### config.mk
export PLATFORM = sky130hd
export DESIGN_NAME = pc_update_unit
export DESIGN_NICKNAME = d
export VERILOG_FILES = /design/src/rtl/cpu_pkg.sv /design/src/rtl/pc_target_adder.sv /design/src/rtl/pc_update_unit.sv
export SDC_FILE = /design/constraint.sdc
export NUM_CORES = 1
export LEC_CHECK = 0
export ABC_CLOCK_PERIOD_IN_PS = 3200
export BUFFER_PORTS_ARGS = -buffer_cell sky130_fd_sc_hd__buf_2
export CAP_MARGIN = 25
export CORE_AREA = 2 2 85 103
export CTS_BUF_LIST = sky130_fd_sc_hd__clkbuf_8
export DETAILED_ROUTE_END_ITERATION = 16
export DIE_AREA = 0 0 87 105
export PLACE_DENSITY = 0.77
export SYNTH_ARGS = -nofsm -noshare
export SYNTH_HDL_FRONTEND = slang
export SYNTH_SLANG_ARGS = --single-unit
### constraint.sdc
create_clock -name CLK -period 3.2 [get_ports CLK]
set_clock_uncertainty 0.15 [all_clocks]
set_input_delay 0.16 -clock CLK [delete_from_list [all_inputs] [get_ports CLK]]
set_output_delay 0.16 -clock CLK [all_outputs]
set_load 0.1 [all_outputs]
### src/rtl/cpu_pkg.sv
// cpu_pkg
//   Shared definitions for the processor program-counter path:
//   - pc_state_t : 2-bit PC-control FSM encoding (IDLE=0, RUN=1, STALL=2, REDIRECT=3)
//   - XLEN       : datapath width
//   - PC_STEP    : byte distance between sequential instructions
package cpu_pkg;

   localparam int XLEN = 32;
   localparam logic [XLEN-1:0] PC_STEP = 32'd4;

   typedef enum logic [1:0] {
      ST_IDLE     = 2'd0,
      ST_RUN      = 2'd1,
      ST_STALL    = 2'd2,
      ST_REDIRECT = 2'd3
   } pc_state_t;

endpackage

### src/rtl/pc_target_adder.sv
// pc_target_adder
//   Purely combinational computation of the two PC-mux data inputs.
//   Ports:
//     pc     in  XLEN      current program counter
//     offset in  OFFSET_W  signed word offset from the instruction
//     store  out XLEN      pc + 4 (sequential path)
//     pcin   out XLEN      store + sign_extend(offset) * 4 (redirect path)
//   All arithmetic wraps modulo 2^XLEN.
import cpu_pkg::*;

module pc_target_adder #(
   parameter int OFFSET_W = 8
) (
   input  logic [XLEN-1:0]     pc,
   input  logic [OFFSET_W-1:0] offset,
   output logic [XLEN-1:0]     store,
   output logic [XLEN-1:0]     pcin
);

   logic [XLEN-1:0] offset_ext;
   logic [XLEN-1:0] offset_bytes;

   // Word offset -> byte offset: sign-extend first so negative offsets stay negative.
   assign offset_ext   = {{(XLEN-OFFSET_W){offset[OFFSET_W-1]}}, offset};
   assign offset_bytes = {offset_ext[XLEN-3:0], 2'b00};

   assign store = pc + PC_STEP;
   assign pcin  = store + offset_bytes;

endmodule

### src/rtl/pc_update_unit.sv
// pc_update_unit
//   Program-counter control for the simple processor. Holds the PC register,
//   produces the sequential and redirect inputs of the external PC mux,
//   drives the mux select, and loads the mux output back into the PC.
//   Memory stalls freeze the PC; every taken redirect is followed by one
//   fetch-settle bubble during which no instruction is valid.
//   Ports:
//     CLK            in   clock, rising edge
//     RESET_N        in   asynchronous active-low reset
//     BUSYWAIT       in   memory stall, freezes PC
//     JUMP           in   unconditional jump
//     BRANCH         in   branch-if-equal
//     ZERO           in   ALU zero flag
//     OFFSET         in   signed word offset [OFFSET_W]
//     PC_NEXT        in   mux output, next PC value
//     PC             out  current PC
//     STORE          out  PC + 4
//     PCIN           out  branch/jump target
//     SEL            out  mux select, 1 = take PCIN
//     INSTR_VALID    out  current instruction may commit
//     REDIRECT_COUNT out  saturating count of redirects
//                         (only when PC_REDIRECT_COUNT_EN is defined)
import cpu_pkg::*;

module pc_update_unit #(
   parameter logic [31:0] RESET_PC = 32'h0000_0000,
   parameter int          OFFSET_W = 8
) (
   input  logic                CLK,
   input  logic                RESET_N,
   input  logic                BUSYWAIT,
   input  logic                JUMP,
   input  logic                BRANCH,
   input  logic                ZERO,
   input  logic [OFFSET_W-1:0] OFFSET,
   input  logic [XLEN-1:0]     PC_NEXT,
   output logic [XLEN-1:0]     PC,
   output logic [XLEN-1:0]     STORE,
   output logic [XLEN-1:0]     PCIN,
   output logic                SEL,
   output logic                INSTR_VALID
`ifdef PC_REDIRECT_COUNT_EN
   ,
   output logic [15:0]         REDIRECT_COUNT
`endif
);

   pc_state_t       state_reg;
   pc_state_t       state_next;
   logic [XLEN-1:0] pc_reg;
   logic            pc_load;
   logic            taken;

   pc_target_adder #(
      .OFFSET_W (OFFSET_W)
   ) u_target (
      .pc     (pc_reg),
      .offset (OFFSET),
      .store  (STORE),
      .pcin   (PCIN)
   );

   assign PC    = pc_reg;
   assign taken = JUMP | (BRANCH & ZERO);

   // State and PC registers.
   always_ff @(posedge CLK or negedge RESET_N) begin
      if (!RESET_N) begin
         state_reg <= ST_IDLE;
         pc_reg    <= RESET_PC;
      end else begin
         state_reg <= state_next;
         if (pc_load) begin
            pc_reg <= PC_NEXT;
         end
      end
   end

   // Next-state logic. A stall always wins over a taken redirect; the
   // redirect is only honoured on the cycle BUSYWAIT drops.
   always_comb begin
      state_next = state_reg;
      case (state_reg)
         ST_IDLE: begin
            if (!BUSYWAIT) state_next = ST_RUN;
         end
         ST_RUN, ST_STALL: begin
            if (BUSYWAIT)  state_next = ST_STALL;
            else if (SEL)  state_next = ST_REDIRECT;
            else           state_next = ST_RUN;
         end
         ST_REDIRECT: begin
            if (!BUSYWAIT) state_next = ST_RUN;
         end
         default: state_next = ST_IDLE;
      endcase
   end

   // Outputs. The instruction stays valid across a stall so the decode
   // keeps presenting it until it can commit.
   always_comb begin
      INSTR_VALID = 1'b0;
      pc_load     = 1'b0;
      case (state_reg)
         ST_RUN, ST_STALL: begin
            INSTR_VALID = 1'b1;
            pc_load     = !BUSYWAIT;
         end
         default: begin
            INSTR_VALID = 1'b0;
            pc_load     = 1'b0;
         end
      endcase
      SEL = INSTR_VALID & taken;
   end

`ifdef PC_REDIRECT_COUNT_EN
   logic [15:0] redirect_count_reg;

   // Counts entries into the bubble, not cycles spent in it.
   always_ff @(posedge CLK or negedge RESET_N) begin
      if (!RESET_N) begin
         redirect_count_reg <= 16'd0;
      end else if ((state_next == ST_REDIRECT) && (state_reg != ST_REDIRECT)
                   && (redirect_count_reg != 16'hFFFF)) begin
         redirect_count_reg <= redirect_count_reg + 16'd1;
      end
   end

   assign REDIRECT_COUNT = redirect_count_reg;
`endif

endmodule

==> flow_metrics.tcl, run 1 <==
set metrics [dict create \
    synthFlopType "dfrtp_1" \
    hpwl_um 12900 \
    gp_congestion 0.993 \
    yosys_warnings 0 \
    status "stopped before the end" \
    root_buffer "clkbuf_8" \
    synthCells 432 \
    synth_edf_count 0 \
    io_buffers 143 \
    synth_area_per_cell_um2 8.45 \
    rows 36 \
    postCtsHoldBufs 35 \
    cts_buffer_depth 2 \
    post_cts_resized 129 \
    synth_area_um2 3650 \
    ios 144 \
    dpl_cell_area_um2 6920 \
    post-cts-setup-buffers 16 \
    initial_core_util 0.453 \
    cts_buffers 5 \
    haltStage "clock tree synthesis" \
    synthArstFlopShare 1.00 \
    syn-num-nets 512 \
    error_line "[ERROR DPL-0038] Utilization greater than 100%, impossible to legalize" \
    htree_levels 2 \
    yosysSeqAreaShare 0.233 \
    die_w_um 87 \
    ys_seq_elements 34 \
    clock_sinks 34 \
    die_h_um 105 \
    ys_types 53 \
]
stage by stage:
stage / setup TNS (ps) / setup slack [ps] / std cells
floorplan: -31900 / -1570 / 432
global placement: -3360 / -410 / 818
detailed placement: -5770 / -586 / 818
cell usage after synthesis (9+ instances only):
cell type  number  share of area
xnor2_1        33          0.079
nor3_1         10          0.014
nor2_1         33          0.034
dfrtp_1        34           0.23
nand3_1        26          0.036
nand4_1        12          0.021
inv_1          10          0.010
nand2_1        41          0.042
o21ai_0        18          0.025
ha_1           33           0.11
a21oi_1        34          0.047
a21o_1          9          0.018
mux2_2         31          0.096
xor2_1         18          0.043
logic make-up after synthesis:
kind of cell / count (synthesis) / share of synthesized area
mux: 31 / 0.0956
flops: 34 / 0.233
buf+inv: 27 / 0.0353
simple gates: 152 / 0.210
fa+ha+maj: 34 / 0.119
xor+xnor: 51 / 0.122
compound gates: 103 / 0.185
==> run 2, diff against run 1 <==
Settings changed: ABC_CLOCK_PERIOD_IN_PS 3200 to 4160, CORE_AREA 2 2 85 103 to 2 2 106 108, CTS_BUF_LIST sky130_fd_sc_hd__clkbuf_8 to unset, DIE_AREA 0 0 87 105 to 0 0 108 110, PLACE_DENSITY 0.77 to unset, PLACE_DENSITY_LB_ADDON set to 0.15.
Clock period 3.2 ns to 4.16 ns, I/O delays scaled along.
==> flow_metrics.tcl, run 2 <==
set metrics [dict create \
    status "finished, final reports clean" \
    rows 38 \
    ios 144 \
    synthCells 432 \
    yosysTopAreaCell "dfrtp_1" \
    arrival_ps 3720 \
    synth_common_cells "41 x nand2_1, 34 x a21oi_1, 34 x dfrtp_1" \
    syn-num-nets 512 \
    synth_area_um2 3650 \
    synthArstFlopShare 1.00 \
    ys_top_cells_by_area "dfrtp_1 23%, ha_1 11%, mux2_2 9.6%" \
    yosys_warnings 0 \
    drt_first_pass_iters 4 \
    layout_common_cells "130 x buf_2, 40 x nand2_1, 31 x mux2_2" \
    fin_cells 733 \
    drt_wl_total_um 11800 \
    setup_viol 0 \
    drtIter0Drc 104 \
    slew_viol_final 0 \
    vias 3862 \
    antenna_found_initial 0 \
    hold_path.class "primary input to flip-flop" \
    htree_levels 2 \
    clk_pin_slew_worst_paths_ps 70 \
    end_kind "output port" \
    cap_violations 0 \
    synth_edf_count 0 \
    drc 0 \
    synth_area_per_cell_um2 8.45 \
    hpwl_um 9860 \
    grtUsageTotal 0.196 \
    yosysSeqAreaShare 0.233 \
    crit_path_start_kind "flip-flop" \
    ys_types 53 \
    io_buffers 143 \
    die_area_um2 11900 \
    grt_max_degree 35 \
    relSlewSlack 0.494 \
    core_um2 10700 \
    grt_pass1_vias 3688 \
    final_common_cell "buf_2" \
    grt_pass1_wl_um 18400 \
    worstPathMaxFanout 7 \
    synthMostInstantiatedCell "nand2_1" \
    layout.nets 672 \
    yosysTopAreaCellShare 0.233 \
    gp_congestion 0.870 \
    die_h_um 110 \
    cts_buffers 5 \
    root_buffer "clkbuf_8" \
    final_layout_size_suffix_gt1_frac 0.541 \
    clk_latency_ps 280 \
    largest_reg_flops 32 \
    area_growth_pct 62.9 \
    ant_nets 0 \
    overflow 0 \
    cts_buffer_depth 2 \
    criticalPathCategory "flip-flop to output port" \
    finalHoldViolCount 0 \
    diodes 0 \
    fin_crit_ps 4070 \
    wire_per_inst_um 16.1 \
    worstMarginPinSlew_ps 759 \
    die_w_um 108 \
    synthFlopType "dfrtp_1" \
    clock_sinks 34 \
    rsz0062_at_grt "yes" \
    initial_core_util 0.341 \
    worst_ep_required_time_ps 3800 \
    cts_tree "built" \
    ys_seq_elements 34 \
    place_inst 705 \
    timing.fmax_mhz 245 \
    post-route-period-util 0.979 \
    viasPerCell 5.27 \
]
## run 2: cells by family after synthesis
kind of cell / Yosys count / synth area share
DFF: 34 / 0.233
buffers and inverters: 27 / 0.0353
AOI/OAI and AO/OA: 103 / 0.185
muxes: 31 / 0.0956
xor gates and xnor gates: 51 / 0.122
adders and majority gates: 34 / 0.119
and+or+nand+nor: 152 / 0.210
## run 2: area by class of cell
| cell class | count | area [um^2] |
|---|---|---|
| clock buffer | 7 | 86.3 |
| clock inverter | 1 | 5.00 |
| fill | 1003 | 4750 |
| inverter | 10 | 37.5 |
| multi-input combinational | 371 | 3620 |
| sequential | 34 | 913 |
| tap | 140 | 175 |
| timing repair buffer | 170 | 1110 |
## run 2: worst paths after layout
check,startpoint,end,slack (ps),cells past startpoint
max,PC[4],PCIN[29],90,12
min,PC_NEXT[22],PC[22],5,2
max reg2reg,state_reg[0],PC[1],2020,4
min reg2reg,state_reg[1],state_reg[0],380,2
max in group asynchronous,RESET_N,PC[5],2920,2
min in group asynchronous,RESET_N,PC[28],380,2
## run 2: timing repair
action	in CTS	in global routing
cloned	0	0
hold buffers	15	4
setup buffers	0	1
hold endpoints to repair	48	4
pin swaps	0	4
resized for setup	6	32
endpoints found under the setup margin	2	13
## run 2: critical path, stage by stage (launching register included)
cell,delay [ps]
dfrtp_4,480
and4_4,270
and2_2,210
nand3_1,180
xnor2_4,210
ha_2,350
a21o_1,170
a31o_1,220
or3_1,370
o22a_1,280
a211oi_4,350
xnor2_4,160
buf_12,190
## run 2: metrics by stage
step | setup slack (ps) | utilization | TNS (ps) | cell area, um^2 | hold slack [ps]
finish | 86.6 | 0.556 | 0 | 5950 | 4.60
global route | -77.5 | 0.556 | -286 | 5950 | 0.0186
CTS | 2.19 | 0.543 | 0 | 5800 | 0.102
detailed placement | 200 | 0.519 | 0 | 5550 | 170
global placement | 252 | 0.519 | 0 | 5550 | 166
floorplan | -654 | - | -8580 | 4580 | -238
## run 2: per-layer routing
layer,vias to the layer above,routed length [um],track usage,part of all wire
li1,1896,-,-,-
met1,1859,5220,0.255,0.44
met2,94,5940,0.347,0.50
met3,13,437,0.0229,0.037
met4,0,200,0.0531,0.017
met5,-,0,0,0
Power of run 2 is not shown: default switching activity piles up to over one toggle a cycle in this logic, so the estimate is an artifact.
